**config.mk**
```make
export PLATFORM = sky130hd
export DESIGN_NAME = avalon_aes_slave
export DESIGN_NICKNAME = d
export VERILOG_FILES = /design/src/rtl/avalon_aes_slave.sv
export SDC_FILE = /design/constraint.sdc
export NUM_CORES = 1
export LEC_CHECK = 0
export CAP_MARGIN = 20
export CORE_MARGIN = 5
export CORE_UTILIZATION = 50
export DETAILED_ROUTE_END_ITERATION = 16
export GPL_ROUTABILITY_DRIVEN = 1
export GPL_TIMING_DRIVEN = 0
export PLACE_DENSITY = 0.81
export SLEW_MARGIN = 15
export SYNTH_ARGS = -nofsm -noshare
export SYNTH_HDL_FRONTEND = slang
export SYNTH_SLANG_ARGS = --single-unit
```
**constraint.sdc**
```tcl
create_clock -name CLK -period 16.45 [get_ports CLK]
set_input_delay 2.4675 -clock CLK [delete_from_list [all_inputs] [get_ports CLK]]
set_output_delay 2.4675 -clock CLK [all_outputs]
set_load 0.02 [all_outputs]
```
**src/rtl/avalon_aes_slave.sv**
```systemverilog
`default_nettype none
// ============================================================================
// Module      : avalon_aes_slave
// Description : Avalon-MM register slave that feeds an AES decrypt core.
//               Software loads key and ciphertext words, sets START, and
//               this block drives the core. When the core finishes, the
//               plaintext is captured and DONE is raised. A watchdog aborts
//               a run if the core never answers.
// Revision    : 1.0 - initial release
// ============================================================================
module avalon_aes_slave #(
  parameter int unsigned TIMEOUT_CYCLES = 1024
) (
  input  logic         CLK,
  input  logic         RESET,
  input  logic         AVL_CS,
  input  logic         AVL_READ,
  input  logic         AVL_WRITE,
  input  logic [3:0]   AVL_ADDR,
  input  logic [3:0]   AVL_BYTE_EN,
  input  logic [31:0]  AVL_WRITEDATA,
  output logic [31:0]  AVL_READDATA,
  output logic         AES_START,
  input  logic         AES_DONE,
  output logic [127:0] AES_KEY,
  output logic [127:0] AES_MSG_ENC,
  input  logic [127:0] AES_MSG_DEC,
  output logic [31:0]  EXPORT_DATA
);

  // Register addresses that have special handling
  localparam logic [3:0]  c_ADDR_START  = 4'd14;
  localparam logic [3:0]  c_ADDR_STATUS = 4'd15;
  // Watchdog is only armed when a nonzero limit is configured
  localparam logic        c_WDOG_EN     = (TIMEOUT_CYCLES != 0);
  localparam logic [31:0] c_WDOG_LAST   = 32'(TIMEOUT_CYCLES - 1);

  typedef enum logic [1:0] {
    ST_IDLE  = 2'd0,
    ST_RUN   = 2'd1,
    ST_HOLD  = 2'd2,
    ST_ABORT = 2'd3
  } state_t;

  state_t        state_q, state_d;
  logic [127:0]  key_q;
  logic [127:0]  enc_q;
  logic [127:0]  dec_q;
  logic          start_q, start_d;
  logic          done_q;
  logic          timeout_q;
  logic [31:0]   wdog_q;
  logic [31:0]   rdata_q;

  logic          wr_en;
  logic          rd_en;
  logic          core_wr_ok;
  logic [31:0]   byte_mask;
  logic [31:0]   rd_mux;
  logic          busy;

  // FSM control strobes
  logic          capture;
  logic          set_timeout;
  logic          clr_flags;
  logic          wdog_clr;
  logic          wdog_inc;

  assign wr_en      = AVL_CS & AVL_WRITE;
  assign rd_en      = AVL_CS & AVL_READ;
  // Core inputs are frozen while the core may be consuming them
  assign core_wr_ok = wr_en & (state_q == ST_IDLE);
  assign byte_mask  = {{8{AVL_BYTE_EN[3]}}, {8{AVL_BYTE_EN[2]}},
                       {8{AVL_BYTE_EN[1]}}, {8{AVL_BYTE_EN[0]}}};
  assign busy       = (state_q == ST_RUN);

  assign AES_KEY      = key_q;
  assign AES_MSG_ENC  = enc_q;
  assign AES_START    = (state_q == ST_RUN) || (state_q == ST_HOLD);
  assign EXPORT_DATA  = {key_q[127:112], key_q[15:0]};
  assign AVL_READDATA = rdata_q;

  // Value START will hold after this edge; lets the FSM react to the write
  // in the same cycle it lands.
  always_comb begin
    start_d = start_q;
    if (wr_en && (AVL_ADDR == c_ADDR_START) && AVL_BYTE_EN[0]) begin
      start_d = AVL_WRITEDATA[0];
    end
  end

  // Key and ciphertext registers with byte-enable merge; plaintext capture
  always_ff @(posedge CLK or posedge RESET) begin
    if (RESET) begin
      key_q <= '0;
      enc_q <= '0;
      dec_q <= '0;
    end else begin
      for (int i = 0; i < 4; i++) begin
        if (core_wr_ok && (AVL_ADDR == 4'(i))) begin
          key_q[127-32*i -: 32] <= (key_q[127-32*i -: 32] & ~byte_mask) |
                                   (AVL_WRITEDATA & byte_mask);
        end
        if (core_wr_ok && (AVL_ADDR == 4'(i + 4))) begin
          enc_q[127-32*i -: 32] <= (enc_q[127-32*i -: 32] & ~byte_mask) |
                                   (AVL_WRITEDATA & byte_mask);
        end
      end
      if (capture) begin
        dec_q <= AES_MSG_DEC;
      end
    end
  end

  // START bit and the sticky DONE / TIMEOUT status flags
  always_ff @(posedge CLK or posedge RESET) begin
    if (RESET) begin
      start_q   <= 1'b0;
      done_q    <= 1'b0;
      timeout_q <= 1'b0;
    end else begin
      start_q <= start_d;
      if (clr_flags) begin
        done_q    <= 1'b0;
        timeout_q <= 1'b0;
      end
      if (capture) begin
        done_q <= 1'b1;
      end
      if (set_timeout) begin
        timeout_q <= 1'b1;
      end
    end
  end

  // Saturating watchdog counter, restarted on every RUN entry
  always_ff @(posedge CLK or posedge RESET) begin
    if (RESET) begin
      wdog_q <= '0;
    end else if (wdog_clr) begin
      wdog_q <= '0;
    end else if (wdog_inc && (wdog_q != 32'hFFFF_FFFF)) begin
      wdog_q <= wdog_q + 32'd1;
    end
  end

  // FSM state register
  always_ff @(posedge CLK or posedge RESET) begin
    if (RESET) begin
      state_q <= ST_IDLE;
    end else begin
      state_q <= state_d;
    end
  end

  // FSM next-state and control strobes; core completion beats the watchdog
  always_comb begin
    state_d     = state_q;
    capture     = 1'b0;
    set_timeout = 1'b0;
    clr_flags   = 1'b0;
    wdog_clr    = 1'b0;
    wdog_inc    = 1'b0;
    case (state_q)
      ST_IDLE: begin
        if (start_d) begin
          state_d   = ST_RUN;
          clr_flags = 1'b1;
          wdog_clr  = 1'b1;
        end
      end
      ST_RUN: begin
        if (AES_DONE) begin
          capture = 1'b1;
          state_d = ST_HOLD;
        end else if (c_WDOG_EN && (wdog_q == c_WDOG_LAST)) begin
          set_timeout = 1'b1;
          state_d     = ST_ABORT;
        end else begin
          wdog_inc = 1'b1;
        end
      end
      ST_HOLD: begin
        if (!start_d) begin
          state_d = ST_IDLE;
        end
      end
      ST_ABORT: begin
        if (!start_d) begin
          state_d = ST_IDLE;
        end
      end
      default: begin
        state_d = ST_IDLE;
      end
    endcase
  end

  // Read mux built from pre-write register values
  always_comb begin
    rd_mux = '0;
    case (AVL_ADDR)
      4'd0:          rd_mux = key_q[127:96];
      4'd1:          rd_mux = key_q[95:64];
      4'd2:          rd_mux = key_q[63:32];
      4'd3:          rd_mux = key_q[31:0];
      4'd4:          rd_mux = enc_q[127:96];
      4'd5:          rd_mux = enc_q[95:64];
      4'd6:          rd_mux = enc_q[63:32];
      4'd7:          rd_mux = enc_q[31:0];
      4'd8:          rd_mux = dec_q[127:96];
      4'd9:          rd_mux = dec_q[95:64];
      4'd10:         rd_mux = dec_q[63:32];
      4'd11:         rd_mux = dec_q[31:0];
      c_ADDR_START:  rd_mux = {31'd0, start_q};
      c_ADDR_STATUS: rd_mux = {29'd0, busy, timeout_q, done_q};
      default:       rd_mux = '0;
    endcase
  end

  // Read data register: one-cycle latency, holds between reads
  always_ff @(posedge CLK or posedge RESET) begin
    if (RESET) begin
      rdata_q <= '0;
    end else if (rd_en) begin
      rdata_q <= rd_mux;
    end
  end

endmodule
`default_nettype wire

```
# ---- Yosys cells after proc, flatten, opt, wreduce, memory -nomap -nowiden
# Cells that the tools add are included.
# Widths: inputs -> output; s select.
dict set report totals {
  reg_bits 453
  latchBits 0
  ramBits 0
  rom_bits 0
  input_bits 174
  wordCells 99
  memories 0
}
dict set report classes {
  add_sub_neg 1
  n_mul 0
  div 0
  order_cmp 0
  n_eq_ne 21
  shift 0
  mux 22
  bitwise_logic 21
  n_reduce_logical 19
}
# operator n
set ops {}
lappend ops {{$pmux 32 s14} 1}
lappend ops {{$and 32x32->32} 9}
lappend ops {{$or 32x32->32} 8}
lappend ops {{$mux 32} 2}
lappend ops {{$add 32x1->32 const B} 1}
lappend ops {{$eq 32x10->1 const B} 1}
lappend ops {{$ne 32x32->1 const B} 1}
lappend ops {{$not 32->32} 1}
lappend ops {{$eq 4x4->1 const B} 6}
lappend ops {{$eq 4x3->1 const B} 4}
lappend ops {{$mux 1} 14}
lappend ops {{$logic_and 1x1->1} 11}
lappend ops {{$eq 4x2->1 const B} 2}
lappend ops {{$mux 2} 4}
lappend ops {{$pmux 2 s3} 1}
lappend ops {{$reduce_bool 2->1} 3}
lappend ops {{$eq 2x2->1 const B} 2}
lappend ops {{$eq 4x1->1 const B} 1}
lappend ops {{$logic_not 4->1} 1}
lappend ops {{$ne 2x2->1 const B} 2}
lappend ops {{$and 1x1->1} 3}
lappend ops {{$ne 3x2->1 const B} 1}
lappend ops {{$reduce_and 3->1} 1}
lappend ops {{$eq 2x1->1 const B} 1}
lappend ops {{3 further kinds} 3}

# ---- Logic depth before layout (Yosys ltp)
# Gate-level depths: netlist of run 1.
dict set report depth {
  word_depth 8
  mapped_depth 10
  ltp_nobuf 8
}

# ---- Worst setup path after synthesis of run 1
# No wires, ideal clock.
dict set report synth_path {
  path_type {input to register}
  startpoint {input AVL_BYTE_EN[0]}
  endpoint {register wdog_q[13]}
  setup_time_ns 0.076
  arrival_ns 4.204
  setup_slack_ns 12.170
  stages 8
  n_path_buf 2
  path_cell_list {clkbuf_1 nand3_1 nor3_1 mux2_2 and2_1 buf_2 or4_1 o21ai_1}
}
dict set report synth_between {
  elab_chain_cells 5
  word_cells_on_any_way 6
}
# element line_no
set synth_lines {}
lappend synth_lines {{start, declared} 20} ;# input logic [3:0] AVL_BYTE_EN,
lappend synth_lines {{$logic_and 1x1->1 (*)} 87} ;# if (wr_en && (AVL_ADDR == c_ADDR_START) && AVL_BYTE_EN[0]) begin
lappend synth_lines {{$mux 1 (*)} 87}
lappend synth_lines {{named net start_d} 49} ;# logic start_q, start_d;
lappend synth_lines {{$mux 1 (*)} 166} ;# if (start_d) begin
lappend synth_lines {{$mux 1 (*)} 164} ;# case (state_q)
lappend synth_lines {{$mux 32 / $reduce_bool 2->1 (equally long branches)} -}
lappend synth_lines {{end signal, assigned} 143} ;# wdog_q <= wdog_q + 32'd1;
lappend synth_lines {{end, declared} 52} ;# logic [31:0] wdog_q;
# The timed path passes the listed nets; every way through them passes the cells marked *.
# A chain may end at the register's enable or synchronous reset.

# ---- Worst setup path in the final report of run 1
dict set report layout_path {
  startpoint {input AVL_ADDR[2]}
  endpoint {register rdata_q[25], in the netlist AVL_READDATA[25]}
}
dict set report layout_between {
  elab_chain_cells 2
  word_cells_on_any_way 15
}
# element line_no
set layout_lines {}
lappend layout_lines {{start, declared} 19} ;# input logic [3:0] AVL_ADDR,
lappend layout_lines {{$eq 4x4->1, or another cell as far along} 202} ;# case (AVL_ADDR)
lappend layout_lines {{$pmux 32 s14 (*)} 202}
lappend layout_lines {{end signal, assigned} 226} ;# rdata_q <= rd_mux;
lappend layout_lines {{end, declared} 53} ;# logic [31:0] rdata_q;
# Mark *: on every way between the ends. The rest lies on a longest branch, timed or not.

==> metrics.md, run 1 <==
| Metric | Value |
|---|---|
| Run status | finished, final reports clean |
| Post-synth EDFFs | 0 |
| PostCTS Resize Cnt | 0 |
| Detailed Route WL | a little over 80,000 microns |
| Ratio of cells with drive above 1 in the final layout | about 26% |
| FFs w/ async S/R, synth | 100% |
| Die area | about 0.044 sq mm |
| Placement-stage cell area | ~0.026 sq mm |
| Count of H-tree levels built during CTS | 2 |
| Port-buffer cells | 489 |
| Commonest cells in the netlist | 453 x sky130_fd_sc_hd__dfrtp_1, 373 x sky130_fd_sc_hd__mux2_2, 93 x sky130_fd_sc_hd__nand2_1 |
| Largest net degree at the start of global routing | between 100 and 150 |
| Number of distinct library cells after synthesis | 60 |
| Vias in the first global route | 17,200 |
| Growth of design area from synthesis to finish | 37.2% |
| Routed WL per cell | between 30 and 40 microns |
| Kind of critical path | in -> reg |
| Final non-filler cell area | between 0.02 and 0.03 sq mm |
| Worst slew pin tran | between 1 and 1.5 ns |
| TritonCTS clock tree | done |
| Core Box Area | just under 0.04 sq mm |
| Drt initial violations | between 1,000 and 1,500 |
| Number of cells produced by synthesis | 1,487 |
| Most used DFF post-synth | sky130_fd_sc_hd__dfrtp_1 |
| Cell-internal power | 0.00265 W |
| First-pass detailed-route iteration total | 5 |
| Setup skew after layout | between 0.02 and 0.025 ns |
| Number of maximum-capacitance violations | 0 |
| Peak Freq | roughly 190 MHz |
| Launching element type of the critical path | primary input |
| Hold crit path type | reg -> reg |
| Number of synthesized register bits | between 400 and 500 |
| Post-CTS clock slew at the launch and capture registers of the worst setup and hold paths | 0.06 ns |
| Kind of end point of the critical path | register |
| Clock Tree Buf Depth | 3 |
| Final-report max-slew violation count | 0 |
| Insertion delay to the later sink of the worst-skew pair | about 0.60 ns |
| Post-route fraction of the period consumed by the critical path | 32.5% |
| Per-cell via count in the routed design | roughly 6.4 |
| Most common cell in the synthesized netlist | sky130_fd_sc_hd__dfrtp_1 |
| Post-cts hold buffer count | 0 |
| Power Dens Cells | roughly 140 mW/mm^2 |
| Post-DRT Antenna Nets | 0 |
| GRT Total Usage | ~36% |
| Initial antenna violation count | 11 |
| CP max-delay cell | sky130_fd_sc_hd__clkbuf_1 |
| Number of post-CTS setup repair buffers | 0 |
| Remaining global-route overflow | 0 |
| Placement row count | 73 |
| Cells traversed along the worst timing path | clkdlybuf4s50_1, buf_2, nor3_1, clkbuf_1, a22o_1, a221oi_1, and3_1, o21ai_0 |
| Hold Vio Cnt, Final | 0 |
| CP delay by family, top | buffers and inverters |
| Vias | 16,600 |
| WP buf/inv | 3 |
| Relative contribution of sequential cells to total power | between 40% and 50% |
| Worst IR Drop VDD | roughly 92 uV |
| # clock sinks | between 400 and 500 |
| DR DRC count | 0 |
| Total I/O pin count | between 400 and 500 |
| Setup total negative slack | 0 ns |
| Switching share of power | about a third |
| Avg Inst Size Synth | about 13 sq um |
| Detailed Place HPWL | 57,600 microns |
| Sequential fraction of the synthesis area | roughly 57% |
| Area of the mapped netlist | 0.0199 sq mm |
| Initial Util | between 50% and 60% |
| Clock share of power | 29.2% |
| Endpoints failing setup | 0 |
| Largest cells by area after synthesis | sky130_fd_sc_hd__dfrtp_1 57%, sky130_fd_sc_hd__mux2_2 21%, sky130_fd_sc_hd__a221oi_1 3.9%, sky130_fd_sc_hd__a22o_1 3.9%, sky130_fd_sc_hd__nand2_1 1.8% |
| Number of clock buffers inserted by TritonCTS | between 40 and 50 |
| Critical Path RT | approximately 17 ns |
| Yosys warnings | 0 |
| Fin util | 69.0% |
| Wire length of the first global-routing pass | between 100,000 and 150,000 microns |
| Arrival @ worst endpoint | between 5 and 6 ns |
| Share of the synthesized area in the top cell type | 57.0% |
| Setup repair after global routing missed its margin | false |
| Nets in the synthesized netlist | between 1,500 and 2,000 |
| Combinational power share | ~28% |
| Routability congestion estimate | ~0.9 |
| Post-synthesis cell type with the largest combined area | sky130_fd_sc_hd__dfrtp_1 |
| P_sw | roughly 0.0012 W |
| Clock tree root buffer cell | sky130_fd_sc_hd__clkbuf_16 |
| Slew headroom | about 14% |
| Cell leakage power | between 10 and 15 nW |
| Chip Height | approximately 210 microns |
| Slowest Stage Delay on Critical Path | 0.89 ns |
| Die Span X | between 200 and 250 microns |
| Final critical-path required period | roughly 5.4 ns |
| Max Fanout on Critical Path | 10 |
| Layout net count | between 2,000 and 2,500 |
[placed cells by master, fill, tap and decap left out, types with 14 or more instances in the layout]
master / synthesis / final
sky130_fd_sc_hd__clkbuf_1: 53 / 55
sky130_fd_sc_hd__nor2_1: 22 / 22
sky130_fd_sc_hd__a221oi_1: 89 / 89
sky130_fd_sc_hd__buf_2: 15 / 15
sky130_fd_sc_hd__a21oi_1: 18 / 18
sky130_fd_sc_hd__dfrtp_1: 453 / 453
sky130_fd_sc_hd__clkbuf_16: 0 / 48
sky130_fd_sc_hd__and3_1: 32 / 32
sky130_fd_sc_hd__a22o_1: 88 / 88
sky130_fd_sc_hd__nand2_1: 93 / 93
sky130_fd_sc_hd__buf_4: 33 / 34
sky130_fd_sc_hd__o21ai_0: 38 / 38
sky130_fd_sc_hd__mux2_2: 373 / 373
sky130_fd_sc_hd__clkdlybuf4s50_1: 0 / 489
sky130_fd_sc_hd__nand3_1: 14 / 14
[through the flow]
stage | worst slack (ns) | cells | total power [W] | hold slack (ns)
floorplan | 1.36 | 1487 | 0.00218 | 0.447
global placement | -3.54 | 2501 | 0.00269 | 0.463
detailed placement | 10.55 | 2509 | 0.00273 | 0.470
CTS | 11.16 | 2595 | 0.00385 | 0.484
global route | 11.13 | 2604 | 0.00399 | 0.513
finish | 11.10 | 2604 | 0.00387 | 0.482
[power groups by stage]
| stage | clock [W] | combinational, W | sequential, W |
|---|---|---|---|
| after floorplan | 0 | 0.000456 | 0.00172 |
| final | 0.00113 | 0.00110 | 0.00164 |
| after global placement | 0 | 0.00106 | 0.00163 |
| after global routing | 0.00118 | 0.00116 | 0.00166 |
| after CTS | 0.00113 | 0.00110 | 0.00162 |
| after detailed placement | 0 | 0.00109 | 0.00164 |
[per-layer routing]
layer	global-route usage, %	vias to the layer above	part of all wire, %
met4	18.6	6	5.8
met3	10.4	266	10
met1	45.9	8580	37
met5	0	-	0.057
met2	57.8	1039	47
li1	-	6737	-
[cells by family after synthesis]
logic type      count (synthesis)  share of synthesized area (%)
fa+ha+maj                       5                          0.314
xor+xnor                        8                          0.352
compound gates                278                           10.9
mux                           388                           21.9
buf+inv                       115                           2.96
simple gates                  240                           6.50
flops                         453                           57.0
[layout make-up]
cell class,instances,area [sq um]
clock buffers,67,1390
inverters,9,41.3
clock inverters,19,244
diodes,8,20.0
plain buffers,106,562
multi-input cells,919,7980
fillers,2828,12300
repair buffers,498,5060
well taps,525,657
flip-flops and latches,453,11300
[worst reg2reg max path: cells and delay by family (launching register included)]
kind	cells	cell delay (ns)
adders and majority gates	1	0.24
DFF	1	0.42
buffers and inverters	1	0.12
muxes	1	0.46
and+or+nand+nor	3	1.85
[worst paths after layout]
kind	from	to	slack (ns)	cells past startpoint
max	AVL_ADDR[2]	AVL_READDATA[25]	11.10	8
min	AVL_READDATA[27]	AVL_READDATA[27]	0.48	2
max reg2reg	state_q[0]	register	13.26	6
min reg2reg	AVL_READDATA[27]	AVL_READDATA[27]	0.48	2
max in group asynchronous	RESET	asynchronous set/reset pin	12.38	5
min in group asynchronous	RESET	dec_q[62]	2.31	2
Power figures use the tool's default switching activity.
==> run 2: changes to the inputs <==
Clock period 16.45 ns to 5.5 ns, I/O delays scaled along.
==> run 2 against run 1 <==
Clock power rose to 3.0 times the previous value. Clock skew down 0.0079 ns. Utilization up 0.41 points. Combinational power rose to 3.0 times the previous value. Setup slack worse by 9.2 ns. Register-to-register slack worse by 11 ns. Sequential cell count unchanged.
==> metrics.md, run 2 (same netlist as run 1, synthesis figures left out) <==
| Metric | Value |
|---|---|
| Cells traversed along the worst timing path | clkdlybuf4s50_1, clkbuf_1, nor3_2, buf_2, buf_2, a221oi_1, and3_1, o21ai_0 |
| Cell leakage power | between 10 and 15 nW |
| DR DRC count | 0 |
| Wire length of the first global-routing pass | roughly 120,000 microns |
| Setup repair after global routing missed its margin | false |
| Most common cell after layout, fill and taps aside | sky130_fd_sc_hd__clkdlybuf4s50_1 |
| Post-cts hold buffer count | 0 |
| Final non-filler cell area | ~0.027 sq mm |
| Slew headroom | between 10% and 20% |
| Chip Height | about 210 microns |
| Placement row count | 73 |
| Endpoints failing setup | 0 |
| Post-route fraction of the period consumed by the critical path | between 60% and 70% |
| Initial antenna violation count | 12 |
| Core Box Area | between 0.03 and 0.04 sq mm |
| Die area | around 0.044 sq mm |
| Clock Tree Buf Depth | 3 |
| Port-buffer cells | a little under 500 |
| Final-report max-slew violation count | 0 |
| End point of the most critical hold path | AVL_READDATA[16] |
| Setup WS pre-CTS | 1.47 ns |
| Total power after layout | 0.0116 W |
| Kind of end point of the critical path | register |
| Insertion delay to the later sink of the worst-skew pair | 0.59 ns |
| Worst slew pin tran | roughly 1.3 ns |
| Setup total negative slack | 0 ns |
| CP max-delay cell | sky130_fd_sc_hd__nor3_2 |
| CP delay by family, top | buffers and inverters |
| Slowest Stage Delay on Critical Path | approximately 0.76 ns |
| Clock tree root buffer cell | sky130_fd_sc_hd__clkbuf_16 |
| Hold Vio Cnt, Final | 0 |
| Largest net degree at the start of global routing | 39 |
| Final Worst Setup Slack | around 1.9 ns |
| Max Fanout on Critical Path | 10 |
| Detailed Route WL | around 83,000 microns |
| Run status | finished, final reports clean |
| Critical path's most frequent cell | sky130_fd_sc_hd__buf_2 |
| Routability congestion estimate | about 0.92 |
| Initial Util | 50.3% |
| Placement-stage cell area | roughly 0.026 sq mm |
| Launching element type of the critical path | primary input |
| Critical Path RT | ~6 ns |
| Setup skew after layout | 0.0164 ns |
| Routed WL per cell | approximately 32 microns |
| Worst hold slack across all endpoints | between 0.4 and 0.5 ns |
| Post-CTS clock slew at the launch and capture registers of the worst setup and hold paths | 0.06 ns |
| Ratio of cells with drive above 1 in the final layout | between 20% and 30% |
| Die Span X | around 210 microns |
| Growth of design area from synthesis to finish | 38.0% |
| Detailed Place HPWL | 58,900 microns |
| Drt initial violations | between 1,000 and 1,500 |
| Minimum setup slack among reg-to-reg paths | around 2.2 ns |
| Number of maximum-capacitance violations | 0 |
| Worst r2r src | state_q[0] |
| PostCTS Resize Cnt | 0 |
| Kind of critical path | in -> reg |
| TritonCTS clock tree | done |
| Worst IR Drop VDD | ~330 uV |
| Vias in the first global route | about 17,000 |
| First-pass detailed-route iteration total | 5 |
| Hold crit path type | reg -> reg |
| Number of clock buffers inserted by TritonCTS | 48 |
| Final critical-path required period | 3.60 ns |
| Reg area | 0.0113 sq mm |
| Hold Path Stages | 2 |
| Number of post-CTS setup repair buffers | 0 |
| # clock sinks | between 400 and 500 |
| Arrival @ worst endpoint | around 4.1 ns |
| Post-DRT Antenna Nets | 0 |
| Count of cells along the worst register-to-register path | 6 |
| Layout net count | 2,225 |
| Layout fillers | about 2,700 |
| GRT Total Usage | a little over a third |
| WP buf/inv | 4 |
| Multi-input gate area | around 0.008 sq mm |
| Count of H-tree levels built during CTS | 2 |
| Beginning of the worst hold path | AVL_READDATA[16] |
| Vias | 16,600 |
| Total I/O pin count | 495 |
| Per-cell via count in the routed design | between 6 and 7 |
| Commonest cells after routing, fill and taps aside | 489 x sky130_fd_sc_hd__clkdlybuf4s50_1, 453 x sky130_fd_sc_hd__dfrtp_1, 373 x sky130_fd_sc_hd__mux2_2 |
| Peak Freq | 278 MHz |
| Remaining global-route overflow | 0 |
| Power Dens Cells | ~420 mW/mm^2 |
## run 2: area by class of cell
class,instances,share of cell area [%]
clock inverter,11,0.670
clock buffer,70,5.23
antenna,8,0.0729
tap,525,2.39
inverter,9,0.137
timing repair buffer,509,19.1
sequential,453,41.3
multi-input combinational,919,29.1
buffer,106,2.04
## run 2: stage by stage
step                instances  util, %
floorplan                1487        -
global placement         2501     64.4
detailed placement       2520     65.2
CTS                      2601     69.3
global route             2609     69.4
finish                   2610     69.4
## run 2: how the worst max path moves through the flow
stage / startpoint / to / slack (ns) / cells after the start
2_1_floorplan: RESET / AVL_READDATA[0] / -1.45 / 1
4_1_cts: AVL_ADDR[1] / AVL_READDATA[20] / 2.01 / 7
6_report: AVL_ADDR[1] / AVL_READDATA[9] / 1.90 / 8
3_5_place_dp: AVL_ADDR[1] / AVL_READDATA[30] / 1.47 / 8
5_1_grt: AVL_ADDR[1] / AVL_READDATA[2] / 1.83 / 8
3_3_place_gp: RESET / asynchronous set/reset pin / -4.22 / 2
## run 2: worst reg2reg max path, delay by kind of cell (launching register included)
kind | cells | cell delay (ns)
and+or+nand+nor | 3 | 1.92
muxes | 1 | 0.46
DFF | 1 | 0.41
adders and majority gates | 1 | 0.24
buffers and inverters | 1 | 0.11
## run 2: power by group
group	internal [W]	leakage (nW)	switching, W
sequential	0.00422	5.93	0.000685
combinational	0.00172	5.31	0.00159
clock	0.00203	0.801	0.00135
## run 2: metal layers
metal	GRT usage, %	part of all wire [%]	up-vias
met1	45.1	37	8482
met4	20.4	6.4	6
li1	-	-	6733
met5	0	0.041	-
met3	11.8	11	288
met2	57.1	46	1052
